`src/rtl/pipe_ctrl_unit.sv`:
```
// pipe_ctrl_unit: decodes the ID-stage opcode into a control bundle and carries
// it through ID/EX, EX/MEM and MEM/WB registers. Bubbles are all-zero bundles.
// Optional load-use hazard detection is compiled in with the macro
// PIPE_CTRL_HAZARD_DETECT_EN; without it, stall simply mirrors ext_stall.
module pipe_ctrl_unit #(
  parameter int ALU_OP_W   = 4,
  parameter int REG_ADDR_W = 5
) (
  input  logic                  clk,
  input  logic                  reset,
  input  logic                  id_valid,
  input  logic [5:0]            id_opcode,
  input  logic [REG_ADDR_W-1:0] id_rs,
  input  logic [REG_ADDR_W-1:0] id_rt,
  input  logic                  ext_stall,
  input  logic                  flush,
  output logic                  stall,
  output logic                  ex_reg_dst,
  output logic                  ex_alu_src,
  output logic [ALU_OP_W-1:0]   ex_alu_op,
  output logic                  ex_illegal,
  output logic                  mem_branch,
  output logic                  mem_read,
  output logic                  mem_write,
  output logic                  wb_reg_write,
  output logic                  wb_mem_to_reg
);

  localparam logic [5:0] OP_RTYPE = 6'd0;
  localparam logic [5:0] OP_LW    = 6'd35;
  localparam logic [5:0] OP_SW    = 6'd43;
  localparam logic [5:0] OP_BEQ   = 6'd4;
  localparam logic [5:0] OP_ADDI  = 6'd8;
  localparam logic [5:0] OP_ANDI  = 6'd12;
  localparam logic [5:0] OP_ORI   = 6'd13;
  localparam logic [5:0] OP_SLTI  = 6'd10;

  // decoded bundle for the ID instruction
  logic                dec_reg_dst, dec_alu_src, dec_branch, dec_mem_read;
  logic                dec_mem_write, dec_reg_write, dec_mem_to_reg, dec_illegal;
  logic [3:0]          dec_alu_op4;
  logic [ALU_OP_W-1:0] dec_alu_op;

  // pipeline state
  logic                ex_reg_dst_q, ex_alu_src_q, ex_branch_q, ex_mem_read_q;
  logic                ex_mem_write_q, ex_reg_write_q, ex_mem_to_reg_q, ex_illegal_q;
  logic [ALU_OP_W-1:0] ex_alu_op_q;
  logic                ex_reg_dst_d, ex_alu_src_d, ex_branch_d, ex_mem_read_d;
  logic                ex_mem_write_d, ex_reg_write_d, ex_mem_to_reg_d, ex_illegal_d;
  logic [ALU_OP_W-1:0] ex_alu_op_d;
  logic                mem_branch_q, mem_read_q, mem_write_q, mem_reg_write_q, mem_to_reg_q;
  logic                mem_branch_d, mem_read_d, mem_write_d, mem_reg_write_d, mem_to_reg_d;
  logic                wb_reg_write_q, wb_mem_to_reg_q, wb_reg_write_d, wb_mem_to_reg_d;

  logic hazard;
  logic id_load;

  // opcode decode table; anything not listed becomes an all-zero illegal bundle
  always_comb begin
    dec_reg_dst    = 1'b0;
    dec_alu_src    = 1'b0;
    dec_alu_op4    = 4'b0000;
    dec_branch     = 1'b0;
    dec_mem_read   = 1'b0;
    dec_mem_write  = 1'b0;
    dec_reg_write  = 1'b0;
    dec_mem_to_reg = 1'b0;
    dec_illegal    = 1'b0;
    case (id_opcode)
      OP_RTYPE: begin dec_reg_dst = 1'b1; dec_alu_op4 = 4'b0010; dec_reg_write = 1'b1; end
      OP_LW:    begin dec_alu_src = 1'b1; dec_mem_read = 1'b1; dec_reg_write = 1'b1;
                      dec_mem_to_reg = 1'b1; end
      OP_SW:    begin dec_alu_src = 1'b1; dec_mem_write = 1'b1; end
      OP_BEQ:   begin dec_alu_op4 = 4'b0001; dec_branch = 1'b1; end
      OP_ADDI:  begin dec_alu_src = 1'b1; dec_reg_write = 1'b1; end
      OP_ANDI:  begin dec_alu_src = 1'b1; dec_alu_op4 = 4'b0011; dec_reg_write = 1'b1; end
      OP_ORI:   begin dec_alu_src = 1'b1; dec_alu_op4 = 4'b0100; dec_reg_write = 1'b1; end
      OP_SLTI:  begin dec_alu_src = 1'b1; dec_alu_op4 = 4'b0101; dec_reg_write = 1'b1; end
      default:  dec_illegal = 1'b1;
    endcase
    dec_alu_op      = '0;
    dec_alu_op[3:0] = dec_alu_op4;
  end

`ifdef PIPE_CTRL_HAZARD_DETECT_EN
  // destination of the instruction in EX, only needed for load-use detection
  logic [REG_ADDR_W-1:0] ex_rt_q, ex_rt_d;
  logic                  id_uses_rt;

  // load-use hazard: a load in EX writes a register the ID instruction reads
  always_comb begin
    id_uses_rt = (id_opcode == OP_RTYPE) || (id_opcode == OP_SW) || (id_opcode == OP_BEQ);
    hazard     = ex_mem_read_q && (ex_rt_q != '0) && id_valid &&
                 ((ex_rt_q == id_rs) || ((ex_rt_q == id_rt) && id_uses_rt));
    ex_rt_d    = id_load ? id_rt : '0;
  end

  // EX destination register
  always_ff @(posedge clk) begin
    if (!reset) ex_rt_q <= '0;
    else        ex_rt_q <= ex_rt_d;
  end
`else
  logic unused_src_specifiers;
  assign unused_src_specifiers = ^{id_rs, id_rt};
  assign hazard = 1'b0;
`endif

  assign stall   = ext_stall | hazard;
  assign id_load = id_valid & ~stall & ~flush;

  // next-state for all stages: bubbles are zero, flush kills EX on its way to MEM
  always_comb begin
    ex_reg_dst_d    = id_load & dec_reg_dst;
    ex_alu_src_d    = id_load & dec_alu_src;
    ex_alu_op_d     = id_load ? dec_alu_op : '0;
    ex_branch_d     = id_load & dec_branch;
    ex_mem_read_d   = id_load & dec_mem_read;
    ex_mem_write_d  = id_load & dec_mem_write;
    ex_reg_write_d  = id_load & dec_reg_write;
    ex_mem_to_reg_d = id_load & dec_mem_to_reg;
    ex_illegal_d    = id_load & dec_illegal;
    mem_branch_d    = ~flush & ex_branch_q;
    mem_read_d      = ~flush & ex_mem_read_q;
    mem_write_d     = ~flush & ex_mem_write_q;
    mem_reg_write_d = ~flush & ex_reg_write_q;
    mem_to_reg_d    = ~flush & ex_mem_to_reg_q;
    wb_reg_write_d  = mem_reg_write_q;
    wb_mem_to_reg_d = mem_to_reg_q;
  end

  // pipeline registers; reset fills every stage with bubbles
  always_ff @(posedge clk) begin
    if (!reset) begin
      ex_reg_dst_q    <= 1'b0;
      ex_alu_src_q    <= 1'b0;
      ex_alu_op_q     <= '0;
      ex_branch_q     <= 1'b0;
      ex_mem_read_q   <= 1'b0;
      ex_mem_write_q  <= 1'b0;
      ex_reg_write_q  <= 1'b0;
      ex_mem_to_reg_q <= 1'b0;
      ex_illegal_q    <= 1'b0;
      mem_branch_q    <= 1'b0;
      mem_read_q      <= 1'b0;
      mem_write_q     <= 1'b0;
      mem_reg_write_q <= 1'b0;
      mem_to_reg_q    <= 1'b0;
      wb_reg_write_q  <= 1'b0;
      wb_mem_to_reg_q <= 1'b0;
    end else begin
      ex_reg_dst_q    <= ex_reg_dst_d;
      ex_alu_src_q    <= ex_alu_src_d;
      ex_alu_op_q     <= ex_alu_op_d;
      ex_branch_q     <= ex_branch_d;
      ex_mem_read_q   <= ex_mem_read_d;
      ex_mem_write_q  <= ex_mem_write_d;
      ex_reg_write_q  <= ex_reg_write_d;
      ex_mem_to_reg_q <= ex_mem_to_reg_d;
      ex_illegal_q    <= ex_illegal_d;
      mem_branch_q    <= mem_branch_d;
      mem_read_q      <= mem_read_d;
      mem_write_q     <= mem_write_d;
      mem_reg_write_q <= mem_reg_write_d;
      mem_to_reg_q    <= mem_to_reg_d;
      wb_reg_write_q  <= wb_reg_write_d;
      wb_mem_to_reg_q <= wb_mem_to_reg_d;
    end
  end

  assign ex_reg_dst    = ex_reg_dst_q;
  assign ex_alu_src    = ex_alu_src_q;
  assign ex_alu_op     = ex_alu_op_q;
  assign ex_illegal    = ex_illegal_q;
  assign mem_branch    = mem_branch_q;
  assign mem_read      = mem_read_q;
  assign mem_write     = mem_write_q;
  assign wb_reg_write  = wb_reg_write_q;
  assign wb_mem_to_reg = wb_mem_to_reg_q;

endmodule

```
`config.mk`:
```
export PLATFORM = sky130hd
export DESIGN_NAME = pipe_ctrl_unit
export DESIGN_NICKNAME = d
export VERILOG_FILES = /design/src/rtl/pipe_ctrl_unit.sv
export SDC_FILE = /design/constraint.sdc
export NUM_CORES = 1
export LEC_CHECK = 0
export ABC_AREA = 1
export BUFFER_PORTS_ARGS = -buffer_cell sky130_fd_sc_hd__buf_2
export CELL_PAD_IN_SITES_DETAIL_PLACEMENT = 0
export CELL_PAD_IN_SITES_GLOBAL_PLACEMENT = 1
export CORE_ASPECT_RATIO = 0.8
export CORE_UTILIZATION = 31
export CTS_BUF_LIST = sky130_fd_sc_hd__clkbuf_4 sky130_fd_sc_hd__clkbuf_8
export CTS_CLUSTER_SIZE = 30
export DETAILED_ROUTE_END_ITERATION = 10
export PLACE_DENSITY_LB_ADDON = 0.1
export RECOVER_POWER = 50
export SYNTH_ARGS = -nofsm -noshare
export SYNTH_HDL_FRONTEND = slang
export SYNTH_SLANG_ARGS = --single-unit
```
`constraint.sdc`:
```
create_clock -name clk -period 0.8 [get_ports clk]
set_input_delay 0.04 -clock clk [delete_from_list [all_inputs] [get_ports clk]]
set_output_delay 0.04 -clock clk [all_outputs]
set_load 0.02 [all_outputs]
```
* Yosys cells after proc, flatten, opt, wreduce, memory -nomap -nowiden
Index checks and enable logic that the tools add are counted.
** Storage, ports and cells
- Output and inout bits :: 13
- Register bits after elaboration :: 17
- Logic and storage cells :: 49
** Operators by class
- Multiplexer cells :: 8
- Eq/ne operators :: 7
- Reduce and logical (&&, ||, !) cells :: 5
- Bitwise logic cells :: 15
** Operators with widths (number)
- $eq A6 B4 Y1 const B :: 4
- $pmux W3 S5 :: 1
- $and A1 B1 Y1 :: 13
- $eq A6 B6 Y1 const B :: 2
- $reduce_or A6 Y1 :: 2
- $reduce_or A8 Y1 :: 1
- $mux W1 :: 7
- $eq A6 B3 Y1 const B :: 1
- $logic_not A6 Y1 :: 1
- $not A1 Y1 :: 2
- $reduce_and A2 Y1 :: 1

* Longest topological paths before layout
- Depth in word-level cells :: 4
- Depth in mapped cells :: 6

* Worst setup path after synthesis
No wires, ideal clock.
- Path type :: input to register
- From :: input id_valid
- To :: register ex_alu_op_q[1] (netlist: ex_alu_op[1])
- Library setup time :: 70 ps
- Stages on the path :: 6
- Arrival time :: 520 ps
- Data required time :: 730 ps
- Buffers on the path :: 0
- Slack :: 210 ps
- Path through :: inv_1 nor2_1 nand3_2 inv_1 nand2_1 a21oi_1
** Between the ends
- Word-level cells in the longest chain between the ends :: 3
** RTL lines
- start: declaration :: line 11 : input logic id_valid,
- $and A1 B1 Y1 (2 in a row) :: line 110 : assign id_load = id_valid & ~stall & ~flush;
- $reduce_and A2 Y1 (no source line)
- end signal: assignment :: line 154 : ex_alu_op_q <= ex_alu_op_d;
- end: declaration :: line 47 : logic [ALU_OP_W-1:0] ex_alu_op_q;
No other way between the ends.
A chain may end at the register's enable or synchronous reset.

==> run metrics <==
status finished, final reports clean; Via density 4.15; Clock transition at path regs 0.09 ns; PwrDens 1630 nW/um2; synthesized area per cell 8.16 um2; dominant synthesized flop cell dfxtp_1; vias in the first global route 425; routed via count 535; Buf/Inv on CP 1; Critical R2R Launch mem_to_reg_q$_SDFF_PN0_; Skew-Pair Late Insertion Delay 0.28 ns; Core ar. 1890 um2; DRC 0; final worst slack 0.0254 ns; CTS Sinks 16; Worst R2R End wb_mem_to_reg$_SDFF_PN0_; min Tclk post-route 0.775 ns; Ant. Diodes 0; Post-CTS Setup Repair Bufs 0; Crit path depth 1; synthesis-stage register bit count 16; DP Wirelength 859 um; die height 42.3 um; Gate Count Post-Synth 77; clock tree buffer depth 2; Lkg Pwr 0.437 nW; CP Capture Point mem_read; hold crit path type in2reg; Hold Fails Final Rpt 0; Max Fclk 1290 MHz; synthesized area 628 um2; CTS buffer count 3; number of synthesized flops with an enable pin 0; Die X 52.3 um; Syn Nets 98; CTS H-Tree Depth 1; worst endpoint data arrival time 0.73 ns; delay-heaviest family, CP flip-flops; fillers 207; Synth cell types 19; Total GRT Usage 0.115; Setup crit end kind output pin; GRT overflow 0; yosys warns 0; first-pass GRT wire length 1.84 mm; antenna violations before repair 0; Initial Utilization 0.332; reg2reg path depth 2; RSZ-0062 raised after global routing true; final setup vio count 0; First DRT Iteration DRCs 12; sequential area share after synthesis 0.510; max FFs per register 3; CP Cell Sequence buf_6; layout cells sized above 1 0.448; Area growth, synth to finish 42.0%; Layout Skew 0.00127 ns; Synth async-reset ratio 0; post-route ant nets 0; r2r setup slk 0.29 ns; switching share of total power 0.224; Reg power frac 0.549; Final Util 0.472; die area 2210 um2; Worst Path Required 0.76 ns; port bufs 22; io pins 34; GP Congestion 0.666; VDD IR max 1.27 mV; Avg WL per Cell 8.62 um; CTS tree built; CP Launch Point mem_to_reg_q$_SDFF_PN0_; worst setup path class reg2out; CP peak stage delay 0.33 ns; slowest CP cell dfxtp_2; combinational share of power 0.091; Slew Limit Fails 0; Clk pwr share 0.360; largest net degree at the start of global routing 10; row cnt 14; fin crit share 0.968; startpoint types flip-flop; critical path fanouts, max 2; Psw 326 uW; max_cap viols 0; final wirelength 1.11 mm; post-place setup slack -0.0246 ns; DR pass1 iterations 4; P_int 1.13 mW; nets 127; CTS root buf clkbuf_4
## layer usage
metal  global-route usage  share of wire
met1                0.167           0.54
met2                0.142           0.39
met3               0.0761          0.072
met4               0.0158              0
met5                    0              0
## repair_timing
action	CTS	global route
hold buffers	2	0
hold endpoints to repair	3	0
resized for setup	5	28
endpoints found under the setup margin	3	11
## power by group through the flow
stage          Sequential [mW]  Combinational, mW  Clock (mW)
2_1_floorplan            0.820             0.0734           0
3_3_place_gp             0.817              0.128           0
6_report                 0.799              0.132       0.523
4_1_cts                  0.799              0.135       0.544
5_1_grt                  0.800              0.149       0.588
3_5_place_dp             0.817              0.127           0
## per-stage QoR
step / power [mW] / hold WS [ns] / area (um2) / TNS, ns / instances
after global routing: 1.54 / 0.0128 / 892 / -0.0513 / 129
after global placement: 0.945 / 0.284 / 768 / -0.0504 / 123
after CTS: 1.48 / 0.00670 / 837 / 0 / 129
after detailed placement: 0.944 / 0.294 / 768 / -0.0408 / 123
final: 1.45 / 0.0200 / 892 / 0 / 129
after floorplan: 0.894 / 0.117 / 628 / 0 / 77
## logic make-up after synthesis
| logic type | Yosys count | synth area share |
|---|---|---|
| buf+inv | 16 | 0.108 |
| compound gates | 3 | 0.0239 |
| simple gates | 41 | 0.353 |
| other cells | 1 | 0.00597 |
| flops | 16 | 0.510 |
## how the worst min path moves through the flow
stage,startpoint,end,depth (start not counted)
2_1_floorplan,id_opcode[3],ex_branch_q$_SDFF_PN0_,1
3_3_place_gp,reset,wb_mem_to_reg$_SDFF_PN0_,3
3_5_place_dp,reset,wb_mem_to_reg$_SDFF_PN0_,3
4_1_cts,id_opcode[2],ex_mem_write_q$_SDFF_PN0_,2
5_1_grt,id_opcode[2],ex_mem_write_q$_SDFF_PN0_,2
6_report,id_opcode[2],ex_mem_write_q$_SDFF_PN0_,2
## cell usage after synthesis, types with 2 or more instances
cell type	n	share of area
a21oi_1	3	0.024
buf_4	2	0.024
dfxtp_1	16	0.51
inv_1	11	0.066
inv_2	3	0.018
nand2_1	9	0.054
nand2_2	2	0.020
nand3_1	4	0.032
nand3_2	2	0.032
nor2_1	16	0.096
## final cells by class
type	instances	area (um2)	area share
multi-input combinational	45	230	0.258
tap	24	30.0	0.0337
clock buffer	4	36.3	0.0407
inverter	14	52.6	0.0589
timing repair buffer	26	209	0.234
sequential	16	334	0.374
## placed cells by master, fill, tap and decap left out, types with 2 or more instances in the layout
master | synthesis | routed
nand2_2 | 2 | 2
nand2_1 | 9 | 9
dlygate4sd3_1 | 0 | 2
dfxtp_1 | 16 | 5
clkbuf_4 | 0 | 3
buf_2 | 0 | 10
nor2_1 | 16 | 16
buf_6 | 0 | 11
clkbuf_1 | 0 | 2
inv_2 | 3 | 3
a21oi_1 | 3 | 3
inv_1 | 11 | 11
nor3_1 | 1 | 2
nand3_1 | 4 | 5
dfxtp_2 | 0 | 11
No activity file was read; power rests on OpenSTA's default activity.
